### src/rtl/mcalu_if.sv
// mcalu_if: handshake and data bundle between the execute reservation station (exers),
// the multi-cycle ALU (mcalu) and writeback (wb).
//   exers -> mcalu : exers_mcalu_issue, exers_mcalu_op, exers_robid, exers_rd,
//                    exers_op1, exers_op2
//   mcalu -> exers : mcalu_stall
//   mcalu -> wb    : mcalu_valid, mcalu_error, mcalu_ecause, mcalu_robid, mcalu_rd,
//                    mcalu_result
//   wb    -> mcalu : wb_mcalu_stall
//   rob   -> mcalu : rob_flush
// Modports: master = the environment driving issues/handshakes, slave = the ALU.
interface mcalu_if #(
  parameter int unsigned XLEN    = 32,
  parameter int unsigned ROBID_W = 7,
  parameter int unsigned RD_W    = 6
);
  logic               exers_mcalu_issue;
  logic [4:0]         exers_mcalu_op;
  logic [ROBID_W-1:0] exers_robid;
  logic [RD_W-1:0]    exers_rd;
  logic [XLEN-1:0]    exers_op1;
  logic [XLEN-1:0]    exers_op2;

  logic               mcalu_stall;
  logic               mcalu_valid;
  logic               mcalu_error;
  logic [4:0]         mcalu_ecause;
  logic [ROBID_W-1:0] mcalu_robid;
  logic [RD_W-1:0]    mcalu_rd;
  logic [XLEN-1:0]    mcalu_result;

  logic               wb_mcalu_stall;
  logic               rob_flush;

  modport master (
    output exers_mcalu_issue, exers_mcalu_op, exers_robid, exers_rd, exers_op1, exers_op2,
    output wb_mcalu_stall, rob_flush,
    input  mcalu_stall, mcalu_valid, mcalu_error, mcalu_ecause, mcalu_robid, mcalu_rd,
    input  mcalu_result
  );

  modport slave (
    input  exers_mcalu_issue, exers_mcalu_op, exers_robid, exers_rd, exers_op1, exers_op2,
    input  wb_mcalu_stall, rob_flush,
    output mcalu_stall, mcalu_valid, mcalu_error, mcalu_ecause, mcalu_robid, mcalu_rd,
    output mcalu_result
  );
endinterface

### src/rtl/mcalu.sv
// mcalu: XLEN-wide ALU with single-cycle integer ops, bit-find/clear, popcount and an
// iterative radix-2^MUL_BITS multiplier (MUL / MULH / MULHU).
// Ports:
//   clk  - clock
//   rst  - asynchronous active-low reset
//   bus  - mcalu_if.slave: issue from exers, result/tags/exception to wb, wb back-pressure,
//          ROB flush
// Single-cycle ops land in the registered output stage one cycle after issue. Multiplies
// hold the unit in BUSY for XLEN/MUL_BITS cycles, stalling exers, then land in the same
// output stage. Illegal opcodes take the single-cycle path and report cause 2.
module mcalu #(
  parameter int unsigned XLEN     = 32,
  parameter int unsigned ROBID_W  = 7,
  parameter int unsigned RD_W     = 6,
  parameter int unsigned MUL_BITS = 2
) (
  input logic    clk,
  input logic    rst,
  mcalu_if.slave bus
);

  localparam int unsigned ShW    = $clog2(XLEN);
  localparam int unsigned NSteps = XLEN / MUL_BITS;
  localparam int unsigned CntW   = (NSteps > 1) ? $clog2(NSteps) : 1;
  localparam logic [CntW-1:0] CntInit = CntW'(NSteps - 1);

  localparam logic [4:0] CauseIllegal = 5'd2;

  typedef enum logic [1:0] {
    StIdle  = 2'b00,
    StBusy  = 2'b01,
    StValid = 2'b10
  } state_e;

  state_e state_q, state_d;

  // Output stage
  logic [XLEN-1:0]    result_q, result_d;
  logic               error_q, error_d;
  logic [4:0]         ecause_q, ecause_d;
  logic [ROBID_W-1:0] robid_q, robid_d;
  logic [RD_W-1:0]    rd_q, rd_d;

  // Multiplier state
  logic [2*XLEN-1:0]  acc_q, acc_d;
  logic [2*XLEN-1:0]  mcand_q, mcand_d;   // op1 magnitude, shifted up each step
  logic [XLEN-1:0]    mplier_q, mplier_d; // op2 magnitude, shifted down each step
  logic [CntW-1:0]    cnt_q, cnt_d;
  logic               neg_q, neg_d;       // negate the final product
  logic               hi_q, hi_d;         // select the high half

  // ---------------------------------------------------------------------------------------
  // Handshake
  // ---------------------------------------------------------------------------------------
  logic stall;
  logic take;

  assign stall = (state_q == StBusy) | ((state_q == StValid) & bus.wb_mcalu_stall);
  // A flush discards a same-cycle issue, so it never counts as taken.
  assign take  = bus.exers_mcalu_issue & ~stall & ~bus.rob_flush;

  // ---------------------------------------------------------------------------------------
  // Single-cycle datapath and opcode decode
  // ---------------------------------------------------------------------------------------
  logic [4:0]             op;
  logic [XLEN-1:0]        op1, op2;
  logic [ShW-1:0]         shamt;
  logic [XLEN-1:0]        masked;
  logic [XLEN-1:0]        lowbit;
  logic [XLEN-1:0]        pfind_idx;
  logic [XLEN-1:0]        popcnt;
  logic signed [XLEN-1:0] sra_res;
  logic [XLEN-1:0]        alu_res;
  logic                   alu_illegal;
  logic                   is_mul;

  assign op      = bus.exers_mcalu_op;
  assign op1     = bus.exers_op1;
  assign op2     = bus.exers_op2;
  assign shamt   = op2[ShW-1:0];
  assign masked  = op1 & ~op2;
  // Isolates the lowest set bit of masked (two's-complement trick).
  assign lowbit  = masked & (-masked);
  assign sra_res = $signed(op1) >>> shamt;

  always_comb begin
    // Descending scan so the lowest set bit wins; all-ones when nothing is set.
    pfind_idx = '1;
    for (int i = int'(XLEN) - 1; i >= 0; i--) begin
      if (masked[i]) pfind_idx = XLEN'(i);
    end
  end

  always_comb begin
    popcnt = '0;
    for (int i = 0; i < int'(XLEN); i++) begin
      popcnt = popcnt + XLEN'(op1[i]);
    end
  end

  always_comb begin
    alu_res     = '0;
    alu_illegal = 1'b0;
    is_mul      = 1'b0;
    if (!op[4]) begin
      case (op[2:0])
        3'b000:  alu_res = op[3] ? (op1 - op2) : (op1 + op2);
        3'b001:  alu_res = op1 << shamt;
        3'b010:  alu_res = {{(XLEN-1){1'b0}}, ($signed(op1) < $signed(op2))};
        3'b011:  alu_res = {{(XLEN-1){1'b0}}, (op1 < op2)};
        3'b100:  alu_res = op[3] ? {{(XLEN-1){1'b0}}, (op1 == op2)} : (op1 ^ op2);
        3'b101:  alu_res = op[3] ? XLEN'(sra_res) : (op1 >> shamt);
        3'b110:  alu_res = op1 | op2;
        default: alu_res = op1 & op2;
      endcase
    end else begin
      case (op[2:0])
        3'b000:  alu_res = pfind_idx;
        3'b001:  alu_res = op1 & ~lowbit;
        3'b010,
        3'b011,
        3'b100:  is_mul = 1'b1;
        3'b101:  alu_res = popcnt;
        default: alu_illegal = 1'b1;
      endcase
    end
  end

  // ---------------------------------------------------------------------------------------
  // Multiplier operand preparation and iteration step
  // ---------------------------------------------------------------------------------------
  logic              mul_signed;
  logic              op1_neg, op2_neg;
  logic [XLEN-1:0]   op1_mag, op2_mag;
  logic [2*XLEN-1:0] partial;
  logic [2*XLEN-1:0] acc_step;
  logic [2*XLEN-1:0] prod_final;
  logic [XLEN-1:0]   mul_res;

  // Only MULH treats operands as signed; MUL's low half is sign-agnostic.
  assign mul_signed = (op[2:0] == 3'b011);
  assign op1_neg    = mul_signed & op1[XLEN-1];
  assign op2_neg    = mul_signed & op2[XLEN-1];
  assign op1_mag    = op1_neg ? (-op1) : op1;
  assign op2_mag    = op2_neg ? (-op2) : op2;

  always_comb begin
    partial = '0;
    for (int b = 0; b < int'(MUL_BITS); b++) begin
      if (mplier_q[b]) partial = partial + (mcand_q << b);
    end
  end

  assign acc_step   = acc_q + partial;
  assign prod_final = neg_q ? (-acc_step) : acc_step;
  assign mul_res    = hi_q ? prod_final[2*XLEN-1:XLEN] : prod_final[XLEN-1:0];

  // ---------------------------------------------------------------------------------------
  // FSM next-state and register updates
  // ---------------------------------------------------------------------------------------
  logic load;

  always_comb begin
    state_d  = state_q;
    result_d = result_q;
    error_d  = error_q;
    ecause_d = ecause_q;
    robid_d  = robid_q;
    rd_d     = rd_q;
    acc_d    = acc_q;
    mcand_d  = mcand_q;
    mplier_d = mplier_q;
    cnt_d    = cnt_q;
    neg_d    = neg_q;
    hi_d     = hi_q;
    load     = 1'b0;

    case (state_q)
      StIdle: load = take;
      StBusy: begin
        acc_d    = acc_step;
        mcand_d  = mcand_q << MUL_BITS;
        mplier_d = mplier_q >> MUL_BITS;
        if (cnt_q == '0) begin
          result_d = mul_res;
          error_d  = 1'b0;
          ecause_d = '0;
          state_d  = StValid;
        end else begin
          cnt_d = cnt_q - CntW'(1);
        end
      end
      StValid: begin
        // Retire this cycle unless wb holds us; outputs freeze while it does.
        if (!bus.wb_mcalu_stall) begin
          state_d = StIdle;
          load    = take;
        end
      end
      default: state_d = StIdle;
    endcase

    if (load) begin
      robid_d = bus.exers_robid;
      rd_d    = bus.exers_rd;
      if (is_mul) begin
        acc_d    = '0;
        mcand_d  = {{XLEN{1'b0}}, op1_mag};
        mplier_d = op2_mag;
        cnt_d    = CntInit;
        neg_d    = op1_neg ^ op2_neg;
        hi_d     = (op[2:0] != 3'b010);
        state_d  = StBusy;
      end else begin
        result_d = alu_res;
        error_d  = alu_illegal;
        ecause_d = alu_illegal ? CauseIllegal : 5'd0;
        state_d  = StValid;
      end
    end

    if (bus.rob_flush) state_d = StIdle;
  end

  always_ff @(posedge clk or negedge rst) begin
    if (!rst) begin
      state_q  <= StIdle;
      result_q <= '0;
      error_q  <= 1'b0;
      ecause_q <= '0;
      robid_q  <= '0;
      rd_q     <= '0;
      acc_q    <= '0;
      mcand_q  <= '0;
      mplier_q <= '0;
      cnt_q    <= '0;
      neg_q    <= 1'b0;
      hi_q     <= 1'b0;
    end else begin
      state_q  <= state_d;
      result_q <= result_d;
      error_q  <= error_d;
      ecause_q <= ecause_d;
      robid_q  <= robid_d;
      rd_q     <= rd_d;
      acc_q    <= acc_d;
      mcand_q  <= mcand_d;
      mplier_q <= mplier_d;
      cnt_q    <= cnt_d;
      neg_q    <= neg_d;
      hi_q     <= hi_d;
    end
  end

  // ---------------------------------------------------------------------------------------
  // Outputs
  // ---------------------------------------------------------------------------------------
  assign bus.mcalu_stall  = stall;
  assign bus.mcalu_valid  = (state_q == StValid);
  assign bus.mcalu_error  = error_q;
  assign bus.mcalu_ecause = ecause_q;
  assign bus.mcalu_robid  = robid_q;
  assign bus.mcalu_rd     = rd_q;
  assign bus.mcalu_result = result_q;

endmodule

### src/flat_wrapper.sv
// flat-port wrapper written by rule: the top's interface ports become plain ports
module mcalu_flat 
#(
  parameter int unsigned XLEN     = 32,
  parameter int unsigned ROBID_W  = 7,
  parameter int unsigned RD_W     = 6,
  parameter int unsigned MUL_BITS = 2
)
  (clk, rst, bus_exers_mcalu_issue, bus_exers_mcalu_op, bus_exers_robid, bus_exers_rd, bus_exers_op1, bus_exers_op2, bus_wb_mcalu_stall, bus_rob_flush, bus_mcalu_stall, bus_mcalu_valid, bus_mcalu_error, bus_mcalu_ecause, bus_mcalu_robid, bus_mcalu_rd, bus_mcalu_result);
  mcalu_if #(.XLEN(XLEN), .ROBID_W(ROBID_W), .RD_W(RD_W)) bus_i ();
  input logic clk;
  input logic rst;
  input wire logic [$bits(bus_i.exers_mcalu_issue)-1:0] bus_exers_mcalu_issue;
  input wire logic [$bits(bus_i.exers_mcalu_op)-1:0] bus_exers_mcalu_op;
  input wire logic [$bits(bus_i.exers_robid)-1:0] bus_exers_robid;
  input wire logic [$bits(bus_i.exers_rd)-1:0] bus_exers_rd;
  input wire logic [$bits(bus_i.exers_op1)-1:0] bus_exers_op1;
  input wire logic [$bits(bus_i.exers_op2)-1:0] bus_exers_op2;
  input wire logic [$bits(bus_i.wb_mcalu_stall)-1:0] bus_wb_mcalu_stall;
  input wire logic [$bits(bus_i.rob_flush)-1:0] bus_rob_flush;
  output wire logic [$bits(bus_i.mcalu_stall)-1:0] bus_mcalu_stall;
  output wire logic [$bits(bus_i.mcalu_valid)-1:0] bus_mcalu_valid;
  output wire logic [$bits(bus_i.mcalu_error)-1:0] bus_mcalu_error;
  output wire logic [$bits(bus_i.mcalu_ecause)-1:0] bus_mcalu_ecause;
  output wire logic [$bits(bus_i.mcalu_robid)-1:0] bus_mcalu_robid;
  output wire logic [$bits(bus_i.mcalu_rd)-1:0] bus_mcalu_rd;
  output wire logic [$bits(bus_i.mcalu_result)-1:0] bus_mcalu_result;
  assign bus_i.exers_mcalu_issue = bus_exers_mcalu_issue;
  assign bus_i.exers_mcalu_op = bus_exers_mcalu_op;
  assign bus_i.exers_robid = bus_exers_robid;
  assign bus_i.exers_rd = bus_exers_rd;
  assign bus_i.exers_op1 = bus_exers_op1;
  assign bus_i.exers_op2 = bus_exers_op2;
  assign bus_i.wb_mcalu_stall = bus_wb_mcalu_stall;
  assign bus_i.rob_flush = bus_rob_flush;
  assign bus_mcalu_stall = bus_i.mcalu_stall;
  assign bus_mcalu_valid = bus_i.mcalu_valid;
  assign bus_mcalu_error = bus_i.mcalu_error;
  assign bus_mcalu_ecause = bus_i.mcalu_ecause;
  assign bus_mcalu_robid = bus_i.mcalu_robid;
  assign bus_mcalu_rd = bus_i.mcalu_rd;
  assign bus_mcalu_result = bus_i.mcalu_result;
  mcalu #(.XLEN(XLEN), .ROBID_W(ROBID_W), .RD_W(RD_W), .MUL_BITS(MUL_BITS)) u_core (.clk(clk), .rst(rst), .bus(bus_i));
endmodule
### config.mk
export PLATFORM = sky130hd
export DESIGN_NAME = mcalu_flat
export DESIGN_NICKNAME = d
export VERILOG_FILES = /design/src/rtl/mcalu_if.sv /design/src/rtl/mcalu.sv /design/src/flat_wrapper.sv
export SDC_FILE = /design/constraint.sdc
export NUM_CORES = 2
export LEC_CHECK = 0
export BUFFER_PORTS_ARGS = -buffer_cell sky130_fd_sc_hd__buf_2
export CAP_MARGIN = 15
export CORE_MARGIN = 4
export CORE_UTILIZATION = 50
export CTS_CLUSTER_SIZE = 16
export DETAILED_ROUTE_END_ITERATION = 16
export HOLD_SLACK_MARGIN = 0.12
export PLACE_DENSITY = 0.75
export SLEW_MARGIN = 30
export SYNTH_ARGS = -nofsm -noshare
export SYNTH_HDL_FRONTEND = slang
export SYNTH_SLANG_ARGS = --single-unit
### constraint.sdc
create_clock -name clk -period 13.3 [get_ports clk]
set_input_delay 0.665 -clock clk [delete_from_list [all_inputs] [get_ports clk]]
set_output_delay 0.665 -clock clk [all_outputs]
set_load 0.1 [all_outputs]
# Word-level counts from Yosys, hierarchy flattened
# Index checks and enable logic that the tools add are counted.
# word_totals
register_bits	219
output_inout_bits	53
elab_cells	176
in_bits	87
# classes
n_lt_le_gt_ge	2
n_addsub	40
shifts	3
reduce_logical	7
eq_ne	13
muxes	82
bitwise	17
# ops
cell	count
$mux W32	46
$add A32 B1 Y32	30
$mux W64	9
$pmux W32 S7	1
$add A64 B64 Y64	2
$and A32 B32 Y32	4
$neg A32 Y32	3
$pmux W32 S3	1
$lt A32 B32 Y1	2
$neg A64 Y64	1
$not A32 Y32	2
$add A32 B32 Y32	1
$eq A32 B32 Y1	1
$or A32 B32 Y32	1
$shl A32 B5 Y32	1
$shr A32 B5 Y32	1
$sshr A32 B5 Y32	1
$sub A32 B32 Y32	1
$xor A32 B32 Y32	1
$mux W5	4
$mux W4	4
$mux W2	6
$eq A3 B3 Y1 const B	3
$mux W1	9
21 further kinds	29

# Depth between registers and ports, before layout
# depth
ltp_word	38
depth_mapped	44
depth_no_buf	32

# Worst setup path after synthesis
# Ideal clock, no wire load.
# synth_path
kind	register -> register
start	register u_core.mplier_q[0]
end	register u_core.result_q[21], in the netlist u_core.bus.mcalu_result[21]
stages_incl_launch_ff	39
period_less_slack_ns	9.850
path_buffers	11
required_ns	13.176
arrival_time_ns	9.726
setup_slack_ns	3.450
setup_ns	0.124
path_cell_list	dfrtp_1 > clkbuf_1 > clkbuf_1 > clkbuf_1 > clkbuf_1 > clkbuf_1 > clkbuf_1 > clkbuf_1 > clkbuf_1 > clkbuf_1 > clkbuf_1 > nand2_1 > inv_1 > ha_1 > a21oi_1 > maj3_1 > a222oi_1 > a21o_1 > (+3 left out) > o211ai_1 > o2111ai_1 > xor2_1 > ha_1 > buf_2 > nand4_1 > or3_1 > or4_1 > o211ai_1 > a31oi_1 > xnor2_1 > nor4_1 > nand2_1 > or4_4 > o41ai_2 > xor2_1 > a21oi_1 > a211o_1
# synth_via
elab_chain_cells	11
# synth_lines
item	line_no	source
start: declaration	mcalu.sv:47	logic [XLEN-1:0] mplier_q, mplier_d;
start signal: assignment	mcalu.sv:248	mplier_q <= mplier_d;
$mux W64 (*)	mcalu.sv:150	if (mplier_q[b]) partial = partial + (mcand_q << b);
$add A64 B64 Y64	mcalu.sv:150	
$mux W64 (*)	mcalu.sv:150	
$add A64 B64 Y64 (*)	mcalu.sv:154	assign acc_step = acc_q + partial;
$neg A64 Y64	mcalu.sv:155	assign prod_final = neg_q ? (-acc_step) : acc_step;
$mux W64 (*)	mcalu.sv:155	
$mux W32 (*)	mcalu.sv:156	assign mul_res = hi_q ? prod_final[2*XLEN-1:XLEN] : prod_final[XLEN-1:0];
$mux W32 (*)	mcalu.sv:184	if (cnt_q == '0) begin
$mux W32 (*)	mcalu.sv:178	case (state_q)
$mux W32	mcalu.sv:206	if (is_mul) begin
$mux W32 (*)	mcalu.sv:203	if (load) begin
named net u_core.result_d[21]	mcalu.sv:38	logic [XLEN-1:0] result_q, result_d;
end signal: assignment	mcalu.sv:241	result_q <= result_d;
end: declaration	mcalu.sv:38	
# The timed path passes the listed nets; every way through them passes the cells marked *.
# A chain may end at the register's enable or synchronous reset.

# Worst setup path after layout
# layout_path
start	register u_core.mplier_q[0]
end	register u_core.result_q[26], in the netlist u_core.bus.mcalu_result[26]
# Same word-level chain as after synthesis.

==> impl_metrics.json <==
{
  "rsz0062_at_grt": "no",
  "cts_max_path_buffers": 3,
  "crit_slowest_cell": "dfrtp_4",
  "p_clk_frac": 0.101,
  "gp_congestion": 1.13,
  "min_path_type": "input port to async pin",
  "switching_share": 0.574,
  "startpoint_type": "flop",
  "async_flop_share": 1.00,
  "critical_path_peak_fanout": 64,
  "cts_buffers": 29,
  "synth-edff-count": 0,
  "synthDominantAreaCellType": "dfrtp_1",
  "die_height_um": 261,
  "routed_wl_mm": 134,
  "cts_tree": "done",
  "critPathArrivalTime_ns": 9.65,
  "yosysUniqueCellTypes": 102,
  "drtPass1Iterations": 9,
  "setup_viol": 0,
  "antenna_found_initial": 5,
  "post_cts_buffers": 0,
  "p_per_area_nw_per_um2": 231,
  "status": "finished, final reports clean",
  "syn-cell-area_um2": 32000,
  "ctsResizeCount": 0,
  "drt_iter0_drc": 4440,
  "grt.overflow.total": 0,
  "clock_sinks": 219,
  "fp-row-count": 92,
  "power_leakage_nw": 14.5,
  "cpLargestDelayFamily": "simple AND/OR/NAND/NOR gates",
  "internal_power_w": 0.00333,
  "design.die.area_um2": 68100,
  "report.final.hold_viol_count": 0,
  "portBuffers": 139,
  "path_buf_inv": 1,
  "synthCells": 4506,
  "antenna_left": 0,
  "drive_above_1_share": 0.0836,
  "grt_pass1_wl_mm": 201,
  "synthTopCellsByArea": "dfrtp_1, ha_1, a21oi_1",
  "nets": 4722,
  "crit_path_end_kind": "flop",
  "setup-tns-final_ns": 0,
  "setup_ws_ns": 4.11,
  "start_util": 0.506,
  "synth.avg_cell_area_um2": 7.10,
  "grt_pass1_vias": 32758,
  "worst_pin_slew_ns": 1.05,
  "ys_dominant_reg_cell": "dfrtp_1",
  "grt.total_usage": 0.379,
  "seqPwrFrac": 0.156,
  "cts-root-buf": "clkbuf_16",
  "area_growth_pct": 6.00,
  "io_pins": 140,
  "coreArea_um2": 63200,
  "clock_skew_ns": 0.0474,
  "path_clk_slew_ns": 0.06,
  "htreeDepth": 1,
  "worstSkewPairLatency_ns": 0.61,
  "die_w_um": 261,
  "synth-seq-cells": 219,
  "wire_per_inst_um": 25.5,
  "ys_seq_area_frac": 0.171,
  "slew_violations": 0,
  "route.vias.total": 35478,
  "place_ws_ns": 4.33,
  "period_needed_ns": 9.19,
  "fin_crit_sh": 0.691,
  "p_comb_frac": 0.743,
  "syn_nets": 4834,
  "relSlewSlack": 0.291,
  "viasPerCell": 6.74,
  "cp_slowest_stage_delay_ns": 0.82,
  "drc_errors": 0,
  "timing.reg2reg.setup_slack_ns": 4.11,
  "synth.top_cell.area_share": 0.171,
  "switchingPower_w": 0.00449,
  "crit_type": "flop to flop",
  "grt_max_degree": 104,
  "hpwl_mm": 101,
  "critPathRequiredTime_ns": 13.76,
  "crit_chain": "clkinv_1 > a21o_1 > a222oi_1 > a21o_1 > nor2_1 > a311o_1 > or2_2 > o211ai_1 > o2111ai_1 > xor2_1 > ha_1 > nand4_1 > or3_1 > or4_1 > o211ai_1 > xor2_1 > nor4_1 > and3_1 > nand4_1 > nor3_1 > a41oi_1 > xnor2_1 > a21oi_1 > a311o_1",
  "maxCapViolCount": 0,
  "yosys_warnings": 0,
  "clock.fmax_mhz": 109,
  "cts_hold_buf": 0,
  "peakVddDrop_mv": 0.179
}
==> area by class of cell <==
type / instances / area, um^2
diodes: 4 / 10.0
clock buffers: 41 / 841
clock inverters: 12 / 108
fillers: 6231 / 29300
inverters: 191 / 717
multi-input cells: 3760 / 24500
flip-flops and latches: 219 / 5490
well taps: 846 / 1060
repair buffers: 193 / 1130
==> placed cells by master, fill, tap and decap left out, types with 84 or more instances in the layout <==
cell type  count
a21o_1        84
a21oi_1      496
a31oi_1      111
buf_2        137
dfrtp_1      216
ha_1         213
inv_1        186
mux2i_1       92
nand2_1      611
nor2_1       402
o21ai_0      308
xnor2_1      172
==> worst paths after layout <==
check                                                      start                                    end  cells past startpoint
min reg2reg                u_core.bus.mcalu_robid[6]$_DFFE_PN0P_  u_core.bus.mcalu_robid[6]$_DFFE_PN0P_                      2
min in group clk                              bus_exers_robid[6]  u_core.bus.mcalu_robid[6]$_DFFE_PN0P_                      3
max                                 u_core.mplier_q[0]$_DFF_PN0_  u_core.bus.mcalu_result[26]$_DFF_PN0_                     24
max in group asynchronous                                    rst           u_core.mplier_q[7]$_DFF_PN0_                      3
min                                                          rst           u_core.mcand_q[22]$_DFF_PN0_                      1
max reg2reg                         u_core.mplier_q[0]$_DFF_PN0_  u_core.bus.mcalu_result[26]$_DFF_PN0_                     24
==> per-layer routing <==
layer / part of all wire / vias up / global-route usage
met5: 0 / - / 0
met4: 0.085 / 0 / 0.258
met3: 0.088 / 449 / 0.0568
met2: 0.43 / 2012 / 0.586
met1: 0.39 / 16872 / 0.487
li1: - / 16145 / -
==> synthesized netlist by cell type, drive strengths merged, types with 18 or more instances <==
| cell type | number |
|---|---|
| nand2 | 612 |
| a21oi | 497 |
| nor2 | 405 |
| o21ai | 311 |
| clkbuf | 279 |
| dfrtp | 219 |
| ha | 213 |
| inv | 190 |
| xnor2 | 172 |
| a31oi | 111 |
| mux2i | 92 |
| a21o | 84 |
| nor3 | 84 |
| nand3 | 82 |
| xor2 | 82 |
| a211oi | 78 |
| and2 | 59 |
| buf | 57 |
| nor4 | 48 |
| nand4 | 47 |
| nand2b | 44 |
| o211ai | 44 |
| o31ai | 37 |
| or3 | 36 |
| mux2 | 35 |
| o21bai | 35 |
| nor2b | 34 |
| a221oi | 32 |
| and3 | 29 |
| fa | 28 |
| mux4 | 27 |
| o21a | 26 |
| or4 | 22 |
| o22ai | 20 |
| or2 | 19 |
| a41oi | 18 |
==> power groups by stage <==
stage	Combinational [W]	Clock, W	Sequential (W)
floorplan	0.00401	0	0.00121
global placement	0.00557	0	0.00121
detailed placement	0.00560	0	0.00121
CTS	0.00564	0.000804	0.00121
global route	0.00623	0.000827	0.00125
finish	0.00581	0.000792	0.00122
==> per-stage QoR <==
stage	cell area (um^2)	power [W]	cells	hold WS [ns]	utilization
detailed placement	32900	0.00682	5209	0.458	0.521
CTS	33900	0.00765	5262	0.129	0.536
global placement	32900	0.00678	5209	0.453	0.521
global route	33900	0.00831	5262	0.175	0.536
floorplan	32000	0.00522	4506	0.369	-
finish	33900	0.00782	5266	0.107	0.536
==> flip-flops by register name, summed over array words and instances (netlist names), 2 cells and up <==
register and count:
u_core.bus.mcalu_result 32, u_core.acc_q 64, u_core.bus.mcalu_rd 6, u_core.mcand_q 64, u_core.mplier_q 32, u_core.cnt_q 4
u_core.bus.mcalu_robid 7, u_core.bus.mcalu_ecause 5, u_core.state_q 2
==> kinds of logic (layout without fill, tap and decap cells) <==
group / after synthesis / after routing / synth area share
other: 0 / 4 / 0
AND/OR/NAND/NOR: 1589 / 1589 / 0.232
adder cells (fa/ha/maj): 243 / 243 / 0.102
multiplexers: 154 / 154 / 0.0601
XOR/XNOR: 255 / 255 / 0.0703
buffers and inverters: 527 / 437 / 0.0630
AO/OA/AOI/OAI: 1519 / 1519 / 0.302
flip-flops: 219 / 219 / 0.171
Power figures use the tool's default switching activity.
